## config.mk

```make
export PLATFORM = sky130hd
export DESIGN_NAME = pipeline_hazard_ctrl
export DESIGN_NICKNAME = d
export VERILOG_FILES = /design/src/rtl/pipeline_hazard_ctrl.sv
export SDC_FILE = /design/constraint.sdc
export NUM_CORES = 1
export LEC_CHECK = 0
export CAP_MARGIN = 15
export CORE_AREA = 2 2 71 73
export DETAILED_ROUTE_END_ITERATION = 8
export DIE_AREA = 0 0 73 75
export GPL_TIMING_DRIVEN = 0
export PLACE_DENSITY = 0.82
export SLEW_MARGIN = 30
export SYNTH_ARGS = -nofsm -noshare
export SYNTH_HDL_FRONTEND = slang
export SYNTH_SLANG_ARGS = --single-unit
```

## constraint.sdc

```tcl
create_clock -name clk -period 3.9 [get_ports clk]
set_clock_uncertainty 0.15 [all_clocks]
set_input_delay 0.78 -clock clk [delete_from_list [all_inputs] [get_ports clk]]
set_output_delay 0.78 -clock clk [all_outputs]
set_load 0.02 [all_outputs]
```

## src/rtl/pipeline_hazard_ctrl.sv

```systemverilog
// Stall/flush sequencer for the five-stage pipeline: load-use bubbles, branch flushes,
// data-memory wait freezes with a watchdog, and saturating performance counters.
module pipeline_hazard_ctrl #(
    parameter int MEM_TIMEOUT = 16,
    parameter int CNT_W       = 16
) (
    input  logic             clk,
    input  logic             rst_n,
    input  logic [4:0]       ifid_rs1,
    input  logic [4:0]       ifid_rs2,
    input  logic             ifid_uses_rs1,
    input  logic             ifid_uses_rs2,
    input  logic [4:0]       idex_rd,
    input  logic             idex_mem_read,
    input  logic             branch_taken,
    input  logic             mem_req,
    input  logic             mem_ready,
    output logic             pc_write_en,
    output logic             ifid_write_en,
    output logic             idex_write_en,
    output logic             ifid_flush,
    output logic             idex_flush,
    output logic             exmem_hold,
    output logic             mem_timeout,
    output logic [CNT_W-1:0] stall_cycles,
    output logic [CNT_W-1:0] flush_events
);

    typedef enum logic [1:0] {BOOT, RUN, MEM_WAIT, ERROR} state_t;

    localparam logic [7:0] TMO = 8'(MEM_TIMEOUT);

    state_t           state;
    logic [7:0]       wait_cnt;
    logic [CNT_W-1:0] stall_q, flush_q;
    logic             timeout_q;

    logic load_use, mem_stall, active, freeze, branch_flush;

    assign load_use  = idex_mem_read && (idex_rd != 5'd0) &&
                       ((ifid_uses_rs1 && ifid_rs1 == idex_rd) ||
                        (ifid_uses_rs2 && ifid_rs2 == idex_rd));
    assign mem_stall = mem_req && !mem_ready;
    assign active    = (state == RUN) || (state == MEM_WAIT);
    // In MEM_WAIT only mem_ready releases the freeze; mem_req is not re-sampled.
    assign freeze    = (state == RUN) ? mem_stall : (state == MEM_WAIT) ? !mem_ready : 1'b0;
    assign branch_flush = active && !freeze && branch_taken;

    always_comb begin
        pc_write_en   = 1'b0;
        ifid_write_en = 1'b0;
        idex_write_en = 1'b0;
        ifid_flush    = 1'b0;
        idex_flush    = 1'b0;
        exmem_hold    = 1'b0;
        case (state)
            BOOT: begin
                ifid_write_en = 1'b1;
                idex_write_en = 1'b1;
                ifid_flush    = 1'b1;
                idex_flush    = 1'b1;
            end
            RUN, MEM_WAIT: begin
                if (freeze) begin
                    exmem_hold = 1'b1;
                end else if (branch_taken) begin
                    // Branch beats load-use: the flush discards the dependent instruction.
                    pc_write_en   = 1'b1;
                    ifid_write_en = 1'b1;
                    idex_write_en = 1'b1;
                    ifid_flush    = 1'b1;
                    idex_flush    = 1'b1;
                end else if (load_use) begin
                    idex_write_en = 1'b1;
                    idex_flush    = 1'b1;
                end else begin
                    pc_write_en   = 1'b1;
                    ifid_write_en = 1'b1;
                    idex_write_en = 1'b1;
                end
            end
            default: exmem_hold = 1'b1;
        endcase
    end

    always_ff @(posedge clk or negedge rst_n) begin
        if (!rst_n) begin
            state     <= BOOT;
            wait_cnt  <= 8'd0;
            stall_q   <= '0;
            flush_q   <= '0;
            timeout_q <= 1'b0;
        end else begin
            if (active && !pc_write_en && stall_q != '1)
                stall_q <= stall_q + 1'b1;
            if (branch_flush && flush_q != '1)
                flush_q <= flush_q + 1'b1;
            case (state)
                BOOT: state <= RUN;
                RUN: begin
                    if (mem_stall) begin
                        state    <= MEM_WAIT;
                        wait_cnt <= 8'd1;
                    end
                end
                MEM_WAIT: begin
                    if (mem_ready) begin
                        state    <= RUN;
                        wait_cnt <= 8'd0;
                    end else if (wait_cnt == TMO) begin
                        state     <= ERROR;
                        timeout_q <= 1'b1;
                    end else begin
                        wait_cnt <= wait_cnt + 8'd1;
                    end
                end
                default: state <= ERROR;
            endcase
        end
    end

    assign mem_timeout  = timeout_q;
    assign stall_cycles = stall_q;
    assign flush_events = flush_q;

endmodule

```

-- Yosys cells after proc, flatten, opt, wreduce, memory -nomap -nowiden
Cells that the tools add are included.
W data, S select, Z words.
- bits of input ports: 23
- output and inout bits: 39
- flip-flop bits (word level): 43
- $add $sub $neg: 3
- bitwise operators: 1
- multiplexer cells: 26
- equality and inequality tests: 10
- reduce and logical (&&, ||, !) cells: 22
- operators with widths (kind ; number):
    $add A16 B1 Y16 const B ; 2
    $ne A16 B16 Y1 const B ; 2
    $mux W8 ; 3
    $pmux W8 S2 ; 1
    $mux W1 ; 13
    $eq A5 B5 Y1 ; 2
    $logic_and A1 B1 Y1 ; 10
    $pmux W1 S2 ; 5
    $add A8 B1 Y8 const B ; 1
    $eq A8 B5 Y1 const B ; 1
    $mux W2 ; 3
    $pmux W2 S3 ; 1
    $reduce_and A3 Y1 ; 2
    $reduce_bool A5 Y1 ; 1
    $logic_not A1 Y1 ; 3
    $ne A3 B2 Y1 const B ; 1
    $ne A3 B3 Y1 const B ; 1
    $eq A2 B1 Y1 const B ; 1
    $eq A2 B2 Y1 const B ; 1
    $logic_not A2 Y1 ; 1
    $logic_or A1 B1 Y1 ; 2
    $ne A2 B2 Y1 const B ; 1
    $reduce_and A2 Y1 ; 1
    $reduce_bool A2 Y1 ; 1
    2 further kinds ; 2

-- Logic depth before layout (Yosys ltp)
- word-level depth: 11
- mapped depth: 9
- depth with buffers taken out: 9

-- Worst setup path after synthesis
OpenSTA, ideal clock, no wires.
- path kind: input to output
- start: in idex_rd[1]
- end: out ifid_write_en
- data required time: 2.970 ns
- path buffers: 0
- path slack: 0.609 ns
- data arrival time: 2.361 ns
- stages on the path: 5
- cell sequence: or4_1 > o21a_1 > a31oi_1 > nor2_1 > nor2_1
- longest elaborated chain between the ends: 8
- elaborated cells between the ends (all ways): 12
- classes of those cells: 2 x eq/ne; 4 x mux; 6 x reduce/logical
- ends and longest elaborated chain (what ; line ; text):
    start: declaration ; 13 ; input logic [4:0] idex_rd,
    $eq A5 B5 Y1 (on tied branches) ; 41, 42 ;
    $logic_and A1 B1 Y1 (on tied branches) ; 41, 42 ;
    $logic_or A1 B1 Y1 ; 41 ; ((ifid_uses_rs1 && ifid_rs1 == idex_rd) ||
    $logic_and A1 B1 Y1 * ; 40 ; assign load_use = idex_mem_read && (idex_rd != 5'd0) &&
    $mux W1 * ; 73 ; end else if (load_use) begin
    $mux W1 * ; 66 ; end else if (branch_taken) begin
    $mux W1 * ; 64 ; if (freeze) begin
    $pmux W1 S2 * ; 56 ; case (state)
    end: declaration ; 19 ; output logic ifid_write_en,
Mark *: on every way between the ends. The rest lies on a longest branch, timed or not.

-- Worst setup path in the final report
- start: in idex_rd[1]
- end: out idex_flush
- longest elaborated chain between the ends: 8
- elaborated cells between the ends (all ways): 12
- classes of those cells: 2 x eq/ne; 4 x mux; 6 x reduce/logical
- ends and longest elaborated chain (what ; line ; text):
    $eq A5 B5 Y1 (on tied branches) ; 41, 42 ;
    $logic_and A1 B1 Y1 (on tied branches) ; 41, 42 ;
    $logic_or A1 B1 Y1 ; 41 ;
    $logic_and A1 B1 Y1 * ; 40 ;
    $mux W1 * ; 73 ;
    $mux W1 * ; 66 ;
    $mux W1 * ; 64 ;
    $pmux W1 S2 * ; 56 ;
    end: declaration ; 22 ; output logic idex_flush,
Marks and branches as above.

==> impl_metrics.json <==
{
  "worst_pin_slew_ps": 670,
  "synthCells": 231,
  "fin_crit_ps": 3690,
  "vias_per_cell": 5.47,
  "r2r-end": "flush_events[15]",
  "internal_power_w": 0.00101,
  "die_y_microns": 75,
  "clock-sinks": 43,
  "maxCapViolCount": 0,
  "r2r-start": "state[1]",
  "dieArea_sq_um": 5480,
  "ys_seq_elements": 43,
  "ir_drop_mv": 0.457,
  "netlist_area_sq_um": 2350,
  "p_leak_nw": 1.31,
  "crit_required_ps": 2970,
  "outcome": "finished, final reports clean",
  "grt_pass1_vias": 1810,
  "clkPwrFrac": 0.152,
  "post-route-util": 0.668,
  "worst_setup_path_end_kind": "output pin",
  "syn_to_final_growth_pct": 32.7,
  "finalNetCount": 332,
  "wl_met1_microns": 2100,
  "cts_tree": "done",
  "finalWorstSetupSlack_ps": 210,
  "finalSetupViolCount": 0,
  "p_total_w": 0.00169,
  "synth_top_area_cell": "dfrtp_1",
  "hpwl_microns": 3770,
  "synth.top_cell.area_share": 0.458,
  "avgSynthCellArea_sq_um": 10.2,
  "switching_share": 0.400,
  "ant_nets": 0,
  "maxSlewViolCount": 0,
  "ys_top_cells_by_area": "dfrtp_1 46%, xnor2_1 12%, ha_1 4.8%, nand3_1 3.8%, o21ai_1 3.4%",
  "design.core.area_sq_um": 4660,
  "relSlewSlack": 0.549,
  "rr_worst_depth": 9,
  "drtIter0Drc": 106,
  "cts_hold_buffers": 0,
  "fin_cells": 353,
  "cts_setup_buffers": 0,
  "power.switching_w": 0.000677,
  "antenna_found_initial": 0,
  "row_count": 25,
  "wl_met3_microns": 344,
  "hold_class": "in -> async",
  "gp_congestion": 0.820,
  "ys_types": 43,
  "cp_max_fo": 3,
  "hold_violations": 0,
  "fp.dieW_microns": 73,
  "grt_pass1_wl_microns": 8040,
  "drive_gt1_frac": 0.0569,
  "cp-start-kind": "primary input",
  "p_seq_frac": 0.359,
  "wl_microns": 4890,
  "cp-endpoint": "idex_flush",
  "clk_path_buf_depth": 2,
  "startpoint": "idex_rd[1]",
  "critPathArrivalTime_ps": 2760,
  "grt_max_degree": 27,
  "grt_usage": 0.188,
  "avgRoutedWirePerCell_microns": 13.8,
  "final_common_cell": "clkdlybuf4s50_1",
  "dr_wl_met2_microns": 2380,
  "yosysWarnings": 0,
  "critical_path_class": "in -> out",
  "portBuffers": 61,
  "reg2reg_slack_ps": 1290,
  "vias": 1932,
  "synth_nets": 263,
  "clk_latency_ps": 290,
  "start_util": 0.504,
  "cts_made_buffers": 5,
  "htreeDepth": 2,
  "finalSetupTns_ps": 0,
  "boundaryPins": 62,
  "fmax_mhz": 271,
  "post-place-ws_ps": -49.6,
  "root_buffer": "clkbuf_8",
  "first_pass_iters": 4,
  "placed_cells": 347,
  "top_layer": "met4",
  "drc": 0,
  "antenna_cells": 0,
  "ys_seq_area_frac": 0.458,
  "period_share": 0.946,
  "grt_overflow": 0,
  "p_per_area_nw_per_um2": 543,
  "final_cell_mix": "58 x clkdlybuf4s50_1, 43 x dfrtp_1, 31 x xnor2_1, 21 x nand2_1, 18 x nand3_1",
  "clkTransAtPathRegs_ps": 70,
  "rsz0062_at_grt": "no",
  "p_comb_frac": 0.489
}
synth_stat cells:
cell,n
mux2i_2,1
a21boi_1,3
nor2_4,1
nor4_4,1
o21ai_0,1
o211ai_1,1
nor3_1,2
nand2_1,21
or4_1,1
or3_1,1
or2_1,2
and3_1,9
inv_1,9
nor4b_1,1
o32a_1,1
a21oi_1,3
clkbuf_1,1
nor2_2,1
nor4_2,1
xnor2_1,31
nand2b_1,2
o22ai_2,1
ha_1,9
nor2_1,16
xor2_1,7
a41oi_4,1
nor4_1,1
and2b_1,1
nand4_1,9
o21ai_1,16
nor2b_1,1
mux2_1,2
o31ai_1,1
nand3_1,18
a31o_1,1
nor3_2,1
nand3b_1,1
a31oi_1,3
dfrtp_1,43
o21a_1,2
mux2i_1,1
mux2_4,1
a21oi_2,1
cell families after synthesis:
group,share of synthesized area
AO/OA/AOI/OAI,0.102
XOR/XNOR,0.142
adder cells (fa/ha/maj),0.0480
buffers and inverters,0.0160
flip-flops,0.458
multiplexers,0.0261
AND/OR/NAND/NOR,0.208
power groups by stage:
stage / Clock, W / Sequential, W / Combinational, W
global route: 0.000285 / 0.000619 / 0.000909
floorplan: 0 / 0.000660 / 0.000447
detailed placement: 0 / 0.000613 / 0.000842
global placement: 0 / 0.000611 / 0.000823
CTS: 0.000264 / 0.000605 / 0.000838
finish: 0.000257 / 0.000607 / 0.000826
metrics by stage:
step           hold slack, ps  area (sq um)
2_1_floorplan             292          2350
3_3_place_gp              299          3030
3_5_place_dp              303          3040
4_1_cts                   275          3110
5_1_grt                   278          3110
6_report                  265          3110
what timing repair did:
item | in CTS | in global routing
endpoints found under the hold margin | 0 | 0
setup endpoints to repair | 1 | 1
resized for setup | 1 | 1
metal layers:
layer	global-route usage	vias to the layer above
met5	0	-
met4	0.0576	0
met3	0.0535	6
met2	0.330	51
met1	0.223	932
li1	-	943
worst max-delay path: stages:
cell and delay [ps]:
clkdlybuf4s50_1 460, or4_1 560, o21a_1 240, a31o_1 190
clkdlybuf4s50_1 530
sequential cells by signal, summed over array words and instances (netlist names):
signal / cells
wait_cnt: 8
stall_cycles: 16
state: 2
flush_events: 16
mem_timeout: 1
how the worst min path moves through the flow:
stage / from / endpoint / cells past startpoint
floorplan: wait_cnt[7] / wait_cnt[7] / 1
global placement: mem_timeout / mem_timeout / 1
detailed placement: mem_timeout / mem_timeout / 1
CTS: rst_n / stall_cycles[12] / 1
global route: rst_n / stall_cycles[12] / 1
finish: rst_n / stall_cycles[5] / 1
cell type report:
cell class | count | area [sq um]
buffer | 1 | 3.75
clock buffer | 6 | 72.6
fill | 371 | 1550
inverter | 9 | 33.8
multi-input combinational | 178 | 1230
sequential | 43 | 1080
tap | 54 | 67.6
timing repair buffer | 62 | 627
(Power assumes the default switching activity.)
